**src/rtl/modexpa7_fifo_word_adder.sv**
```systemverilog
// Multi-word adder: pops N words from the word FIFO, adds the matching words of a
// bank operand with carry propagation, and writes the N sum words to a result bank.
module modexpa7_fifo_word_adder #(
    parameter int unsigned WORD_WIDTH         = 32,
    parameter int unsigned OPERAND_ADDR_WIDTH = 5
) (
    input  logic                          clk,
    input  logic                          rst,
    input  logic                          ena,
    output logic                          rdy,
    input  logic [OPERAND_ADDR_WIDTH-1:0] n_num_words,
    output logic                          fifo_rd_en,
    input  logic [WORD_WIDTH-1:0]         fifo_d_out,
    output logic [OPERAND_ADDR_WIDTH-1:0] b_bram_addr,
    input  logic [WORD_WIDTH-1:0]         b_bram_out,
    output logic [OPERAND_ADDR_WIDTH-1:0] r_bram_addr,
    output logic                          r_bram_wr,
    output logic [WORD_WIDTH-1:0]         r_bram_in,
    output logic                          carry_out
);

    localparam int unsigned SUM_W = WORD_WIDTH + 1;
    localparam int unsigned AW    = OPERAND_ADDR_WIDTH;

    typedef enum logic [1:0] {
        ST_IDLE,
        ST_ISSUE,
        ST_DRAIN,
        ST_DONE
    } state_t;

    state_t          state_q;
    logic [AW-1:0]   n_q;
    logic [AW-1:0]   rd_addr_q;
    logic            rd_vld_q;
    logic            carry_q;
    logic [SUM_W-1:0] sum_d;

    // Word add for the operand pair returned by last cycle's issue.
    assign sum_d = SUM_W'(fifo_d_out) + SUM_W'(b_bram_out) + SUM_W'(carry_q);

    always_ff @(posedge clk) begin
        if (rst) begin
            state_q     <= ST_IDLE;
            n_q         <= '0;
            rd_addr_q   <= '0;
            rd_vld_q    <= 1'b0;
            carry_q     <= 1'b0;
            rdy         <= 1'b1;
            fifo_rd_en  <= 1'b0;
            b_bram_addr <= '0;
            r_bram_addr <= '0;
            r_bram_wr   <= 1'b0;
            r_bram_in   <= '0;
            carry_out   <= 1'b0;
        end else begin
            fifo_rd_en <= 1'b0;
            r_bram_wr  <= 1'b0;
            rd_vld_q   <= fifo_rd_en;
            rd_addr_q  <= b_bram_addr;

            if (rd_vld_q) begin
                {carry_q, r_bram_in} <= sum_d;
                r_bram_wr            <= 1'b1;
                r_bram_addr          <= rd_addr_q;
            end

            case (state_q)
                ST_IDLE, ST_DONE: begin
                    state_q <= ST_IDLE;
                    rdy     <= 1'b1;
                    if (ena) begin
                        state_q     <= ST_ISSUE;
                        n_q         <= n_num_words;
                        rdy         <= 1'b0;
                        fifo_rd_en  <= 1'b1;
                        b_bram_addr <= '0;
                        carry_q     <= 1'b0;
                    end
                end
                ST_ISSUE: begin
                    // Exit on the latched last index so a full-length run never wraps.
                    if (b_bram_addr == n_q) begin
                        state_q <= ST_DRAIN;
                    end else begin
                        fifo_rd_en  <= 1'b1;
                        b_bram_addr <= b_bram_addr + AW'(1);
                    end
                end
                ST_DRAIN: begin
                    if (r_bram_wr && (r_bram_addr == n_q)) begin
                        state_q   <= ST_DONE;
                        rdy       <= 1'b1;
                        carry_out <= carry_q;
                    end
                end
                default: state_q <= ST_IDLE;
            endcase
        end
    end

endmodule

```
**config.mk**
```make
export PLATFORM = sky130hd
export DESIGN_NAME = modexpa7_fifo_word_adder
export DESIGN_NICKNAME = d
export VERILOG_FILES = /design/src/rtl/modexpa7_fifo_word_adder.sv
export SDC_FILE = /design/constraint.sdc
export NUM_CORES = 1
export LEC_CHECK = 0
export CORE_MARGIN = 2
export CORE_UTILIZATION = 50
export DETAILED_ROUTE_END_ITERATION = 10
export DONT_BUFFER_PORTS = 1
export GPL_ROUTABILITY_DRIVEN = 1
export GPL_TIMING_DRIVEN = 0
export SLEW_MARGIN = 30
export SYNTH_ARGS = -nofsm -noshare
export SYNTH_HDL_FRONTEND = slang
export SYNTH_SLANG_ARGS = --single-unit
```
**constraint.sdc**
```tcl
create_clock -name clk -period 3.4 [get_ports clk]
set_input_delay 0.34 -clock clk [delete_from_list [all_inputs] [get_ports clk]]
set_output_delay 0.34 -clock clk [all_outputs]
set_load 0.02 [all_outputs]
```
== Yosys cells after proc, flatten, opt, wreduce, memory -nomap -nowiden ==
Cells that the tools add are included.
Cells by class
  add/sub/neg operators: 3
  eq/ne operators: 9
  mux-type cells: 17
  reductions and logical operators: 10
Operator list (number)
  $add A32 B32 Y33: 1
  $add A33 B1 Y33: 1
  $eq A5 B5 Y1: 2
  $mux W5: 2
  $pmux W5 S2: 1
  $mux W1: 9
  $ne A2 B2 Y1 const B: 4
  $reduce_and A2 Y1: 4
  $pmux W2 S3: 1
  $add A5 B1 Y5 const B: 1
  $eq A2 B2 Y1 const B: 2
  $mux W2: 2
  $pmux W1 S2: 2
  $reduce_bool A2 Y1: 2
  $reduce_and A3 Y1: 1
  $eq A2 B1 Y1 const B: 1
  $logic_not A2 Y1: 1
  $reduce_or A2 Y1: 1
  $logic_and A1 B1 Y1: 1
Storage, ports and cells
  flip-flop bits (word level): 60
  input bits: 72
  output and inout bits: 46

== Logic depth before layout (Yosys ltp) ==
Gate-level depths: netlist of run 1.
  word-level depth: 5
  gate-level depth with buffers: 11
  mapped depth without buffers: 11

== Worst setup path before layout of run 1 ==
No wires, ideal clock.
  kind: input-to-reg
  start point: input fifo_d_out[0]
  end point: register r_bram_in[30]
  setup time: 0.074 ns
  arrival: 2.571 ns
  required time: 3.326 ns
  setup slack: 0.755 ns
  stages on the path: 11
  buffers on the path: 0
  cells stage by stage: inv_1 fa_1 inv_1 fa_1 a21o_2 a311oi_1 or3b_4 a21oi_2 o22ai_1 or4b_1 a31oi_1
Between the ends
  word-level cells in the longest chain between the ends: 2
Ends and longest elaborated chain
  start, declared: RTL line 13  | input logic [WORD_WIDTH-1:0] fifo_d_out,
  $add A32 B32 Y33: RTL line 40  | assign sum_d = SUM_W'(fifo_d_out) + SUM_W'(b_bram_out) + SUM_W'(carry_q);
  $add A33 B1 Y33: RTL line 40
  end signal, assigned: RTL line 63  | {carry_q, r_bram_in} <= sum_d;
  end, declared: RTL line 18  | output logic [WORD_WIDTH-1:0] r_bram_in,
No other way between the ends.
A chain may end at the register's enable or synchronous reset.

== Worst setup path after layout of run 1 ==
  start point: register carry_q
  end point: register r_bram_in[24]
Between the ends
  word-level cells in the longest chain between the ends: 1
Ends and longest elaborated chain
  start, declared: RTL line 36  | logic carry_q;
  start signal, assigned: RTL line 63
  $add A33 B1 Y33: RTL line 40
No other way between the ends.

==> results of run 1 <==
stage by stage:
step           cells  cell area, µm²
2_1_floorplan    490            4001
3_3_place_gp     592            4129
3_5_place_dp     592            4129
4_1_cts          608            4307
5_1_grt          608            4307
6_report         608            4307
final cells by class:
| type | count | area (µm²) | share of cell area (%) |
|---|---|---|---|
| Inverter | 16 | 60.06 | 1.395 |
| Multi-Input combinational cell | 393 | 2659 | 61.74 |
| Sequential cell | 60 | 1201 | 27.89 |
| Clock buffer | 10 | 137.6 | 3.196 |
| Tap cell | 102 | 127.6 | 2.963 |
| Clock inverter | 6 | 40.04 | 0.9297 |
| Buffer | 21 | 81.33 | 1.888 |
worst min path at each step:
stage,start,to,slack [ns]
final,n_num_words[3],n_q[3],0.14
after global routing,n_num_words[4],n_q[4],0.13
after CTS,n_num_words[3],n_q[3],0.12
after detailed placement,rd_addr_q[1],r_bram_addr[1],0.46
after global placement,rd_addr_q[4],r_bram_addr[4],0.45
after floorplan,rd_addr_q[2],r_bram_addr[2],0.44
layer usage:
| metal | global-route usage, % | wire [µm] | vias up |
|---|---|---|---|
| met5 | 0 | 0 | - |
| met2 | 35.91 | 4458 | 113 |
| met3 | 5.479 | 763 | 8 |
| li1 | - | - | 1790 |
| met4 | 7.721 | 111 | 0 |
| met1 | 30.43 | 4717 | 1631 |
Yosys cell counts (all sizes together) (13+ instances only):
cell type  number
a21oi          43
clkbuf         15
dfxtp          60
ha             34
inv            16
mux2i          20
nand2          53
nand3          16
nor2           44
o21ai          29
xnor2          13
xor2           25
power groups by stage:
| stage | Combinational (mW) | Sequential (mW) | Clock (mW) |
|---|---|---|---|
| 2_1_floorplan | 0.603 | 0.950 | 0 |
| 3_3_place_gp | 0.742 | 0.975 | 0 |
| 3_5_place_dp | 0.750 | 0.977 | 0 |
| 4_1_cts | 0.755 | 0.961 | 0.587 |
| 5_1_grt | 0.851 | 0.973 | 0.623 |
| 6_report | 0.755 | 0.960 | 0.570 |
state kept, by name, summed over array words and instances (netlist names):
name,flops
r_bram_wr,1
carry_q,1
r_bram_in,32
n_q,5
fifo_rd_en,1
b_bram_addr,5
state_q,2
rd_addr_q,5
carry_out,1
rdy,1
rd_vld_q,1
r_bram_addr,5
logic make-up after synthesis:
family | Yosys count | synth area share [%]
AND/OR/NAND/NOR | 164 | 19.54
AO/OA/AOI/OAI | 134 | 21.67
flip-flops | 60 | 30.02
XOR/XNOR | 38 | 8.318
buffers and inverters | 37 | 3.533
adder cells (fa/ha/maj) | 36 | 11.63
multiplexers | 21 | 5.284
==> results.ini, run 1 <==
[cells_and_area]
final_common_cell = dfxtp_1
utilization_pct = 55.73
syn_to_final_growth_pct = 7.630
final_cell_mix = 60 x dfxtp_1, 53 x nand2_1, 44 x nor2_1, 42 x a21oi_1, 34 x ha_1
final_nets = 609
fillCellCount = 773
antenna_cells = 0
drive_above_1_share_pct = 5.731

[critical_path]
r2r_end = r_bram_in[24]
cp_cell_sequence = inv_1 > fa_1 > inv_1 > fa_1 > a21o_2 > a311oi_1 > or3b_4 > a211oi_2 > a221oi_1 > xor2_1 > o21ai_1
worst-path-stages = 11
path_buf_inv = 2
start_kind = register
worstSetupEndpointType = register
worstPathRequired_ns = 3.60
cp.arrival_ns = 3.23
worst_r2r_path_depth = 11
crit_fanout = 5
cp_slowest_cell = a311oi_1
cp_top_family = compound AO/OA/AOI/OAI gates
critPathKind = register to register
crit_start = carry_q
cp-endpoint = r_bram_in[24]
slowest_delay_ns = 0.53
r2r-start = carry_q
rrSetupSlack_ns = 0.37

[timing]
post-route-period-util_pct = 89.15
max_slew_margin_pct = 46.68
finalSetupViolations = 0
drv_slew = 0
rsz0062_at_grt = false
fmax_mhz = 329.9
finalWorstPathRequiredPeriod_ns = 3.031
fin_hold_ws_ns = 0.1359
setup_ws_ns = 0.3690
tightest_slew_ns = 0.7969
skew_ns = 0.006883
fin_tns_setup_ns = 0
finalHoldViolations = 0

[clock_tree]
root_buffer = clkbuf_8
clk_latency_ns = 0.33
tritoncts = built
postCtsSetupBuffers = 0
post_cts_resize_count = 0
clkSinkCount = 60
h-tree-depth = 3
clockBufferDepth = 2
cts_buffers = 9
clk_pin_slew_ns = 0.07
cts-hold-fix-buffers = 0

[routing]
wl_um = 10050
drc_errors = 0
drtIter0Drc = 133
antenna_left = 0
drt-vias-per-instance = 5.826
avgRoutedWirePerCell_um = 16.53
vias = 3542
dr.pass1.iters = 5

[power]
power.clock.fraction_pct = 25.0
powerDensity_nw_per_um2 = 530.4
swShare_pct = 39.37
switchingPower_mw = 0.8993
p_total_mw = 2.284
leakage_nw = 1.717
p_seq_share_pct = 42.0
intPower_mw = 1.385
vdd_drop_max_uv = 272.5
combPwrFrac_pct = 33.0

[global_routing]
grt_pass1_wl_um = 15760
grt_pass1_vias = 3261
grt_usage_pct = 22.77
grt_start_max_net_pins = 12
antenna_found_initial = 0
grt_overflow = 0

[job]
maxCapViolations = 0

[synth]
synthFlopType = dfxtp_1
yosys.area.top_type = dfxtp_1
ys_ff_latch = 60
syn_nets = 598
seq_area_frac_synth_pct = 30.02
synth_edf_count = 0
netlist_instances = 490
synth_top_area_share_pct = 30.02
syn-mean-instance-area_um2 = 8.166
synth_area_um2 = 4001
synth-async-reset-ratio_pct = 0
ys_types = 63
yosysWarningCount = 0
yosys-top-cells-area = dfxtp_1 30%, ha_1 11%, xor2_1 5.5%

[die]
die_w_um = 93.46
start_util_pct = 51.78
io_pins = 118
fp-row-count = 32
dieHeight_um = 93.46
core_um2 = 7727
fp.dieArea_um2 = 8734

[placement]
io_buffers = 0
gp_congestion = 0.8645
hpwl_um = 7912
place_ws_ns = 0.3919

[min_path]
min_path_cells = 2
hp-class = input pin to register

[run_status]
outcome = completed

(Power assumes the default switching activity.)
==> inputs of run 2 (changes only) <==
--- a/config.mk
+++ b/config.mk
@@ -5,12 +5,15 @@
 export SDC_FILE = /design/constraint.sdc
 export NUM_CORES = 1
 export LEC_CHECK = 0
+export CELL_PAD_IN_SITES_DETAIL_PLACEMENT = 0
+export CELL_PAD_IN_SITES_GLOBAL_PLACEMENT = 1
 export CORE_MARGIN = 2
-export CORE_UTILIZATION = 50
+export CORE_UTILIZATION = 35
 export DETAILED_ROUTE_END_ITERATION = 10
 export DONT_BUFFER_PORTS = 1
 export GPL_ROUTABILITY_DRIVEN = 1
 export GPL_TIMING_DRIVEN = 0
+export PLACE_DENSITY_LB_ADDON = 0.1
 export SLEW_MARGIN = 30
 export SYNTH_ARGS = -nofsm -noshare
 export SYNTH_HDL_FRONTEND = slang
==> results.ini, run 2 (same netlist as run 1, synthesis figures left out) <==
[run_status]
outcome = completed

[clock_tree]
clk_latency_ns = 0.33
tritoncts = built
cts-hold-fix-buffers = 0
clkSinkCount = 60
clk_pin_slew_ns = 0.06
cts_buffers = 9
postCtsSetupBuffers = 0
post_cts_resize_count = 0
root_buffer = clkbuf_16
h-tree-depth = 3
clockBufferDepth = 2

[cells_and_area]
final_nets = 609
largest-register = r_bram_in
drive_above_1_share_pct = 5.534
final-instance-count-excl-fill = 649
syn_to_final_growth_pct = 11.82
final_cell_mix = 60 x dfxtp_1, 53 x nand2_1, 44 x nor2_1, 42 x a21oi_1, 34 x ha_1
fillCellCount = 1201
antenna_cells = 0
final_common_cell = dfxtp_1
largest_register_ffs = 32

[global_routing]
antenna_found_initial = 0
grt_pass1_wl_um = 18230
grt_pass1_vias = 3428
grt_overflow = 0
grt_usage_pct = 18.61
grt_start_max_net_pins = 12

[power]
vdd_drop_max_uv = 310.9
leakage_nw = 1.767
powerDensity_nw_per_um2 = 589.6

[die]
core_um2 = 11270
start_util_pct = 35.50
fp-row-count = 39
die_w_um = 110.9
io_pins = 118
fp.dieArea_um2 = 12300
dieHeight_um = 110.9

[placement]
dp_cells = 633
io_buffers = 0
gp_congestion = 0.8210
hpwl_um = 8912
place_ws_ns = 0.3852

[routing]
wl_um = 11390
drtIter0Drc = 164
avgRoutedWirePerCell_um = 17.55
drc_errors = 0
drt-vias-per-instance = 5.435
vias = 3527
antenna_left = 0
dr.pass1.iters = 4

[critical_path]
cp.arrival_ns = 3.19
r2r_end = r_bram_in[26]
start_kind = register
crit_fanout = 5
r2r-start = carry_q
worst_r2r_path_depth = 11
rrSetupSlack_ns = 0.40
worstPathRequired_ns = 3.59
critPathKind = register to register
cp-endpoint = r_bram_in[26]
crit_start = carry_q
worstSetupEndpointType = register

[timing]
finalWorstPathRequiredPeriod_ns = 3.000
tightest_slew_ns = 0.7765
setup_ws_ns = 0.3996
finalSetupViolations = 0
rsz0062_at_grt = false
fmax_mhz = 333.3
skew_ns = 0.005242
drv_slew = 0
max_slew_margin_pct = 48.23
finalHoldViolations = 0
fin_tns_setup_ns = 0
post-route-period-util_pct = 88.25

[min_path]
hp-class = input pin to register
min_from = n_num_words[1]

[job]
maxCapViolations = 0

## run 2: where the power goes
part | internal (mW) | switching (mW)
logic | 0.305 | 0.466
clock network | 0.567 | 0.339
registers | 0.800 | 0.162
total | 1.67 | 0.967
## run 2: critical path: stages (launching register included)
cell	delay [ns]
dfxtp_1	0.32
inv_1	0.10
fa_1	0.40
inv_1	0.08
fa_1	0.20
a21o_2	0.16
a311oi_1	0.16
or3b_4	0.44
a211oi_2	0.46
a21oi_1	0.17
xnor2_1	0.28
o21ai_1	0.09
## run 2: metal layers
| metal | up-vias | routed length, µm | global-route usage (%) |
|---|---|---|---|
| li1 | 1797 | - | - |
| met1 | 1627 | 5555 | 25.69 |
| met2 | 94 | 5022 | 28.75 |
| met3 | 9 | 686 | 4.210 |
| met4 | 0 | 127 | 6.250 |
| met5 | - | 0 | 0 |
## run 2: stage by stage
stage                     power (mW)  area [µm²]  utilization (%)  hold slack (ns)
final                          2.638        4474            39.69           0.1407
after global routing           2.815        4474            39.69           0.1434
after CTS                      2.674        4474            39.69           0.1340
after detailed placement       1.752        4180            37.09           0.4570
after global placement         1.744        4180            37.09           0.4462
after floorplan                1.554        4001                -           0.4405
## run 2: worst min-delay path by stage
stage                endpoint  slack, ns  depth (start not counted)
6_report               n_q[1]       0.14                          2
5_1_grt                n_q[1]       0.14                          2
4_1_cts                n_q[1]       0.13                          2
3_5_place_dp   r_bram_addr[0]       0.46                          2
3_3_place_gp   r_bram_addr[0]       0.45                          2
2_1_floorplan  r_bram_addr[2]       0.44                          2
## run 2: final cells by class
| cell class | count | area (µm²) | share of cell area (%) |
|---|---|---|---|
| Buffer | 21 | 81.33 | 1.818 |
| Clock buffer | 10 | 229.0 | 5.117 |
| Clock inverter | 6 | 65.06 | 1.454 |
| Inverter | 16 | 60.06 | 1.342 |
| Multi-Input combinational cell | 393 | 2659 | 59.42 |
| Sequential cell | 60 | 1201 | 26.85 |
| Tap cell | 143 | 178.9 | 3.999 |
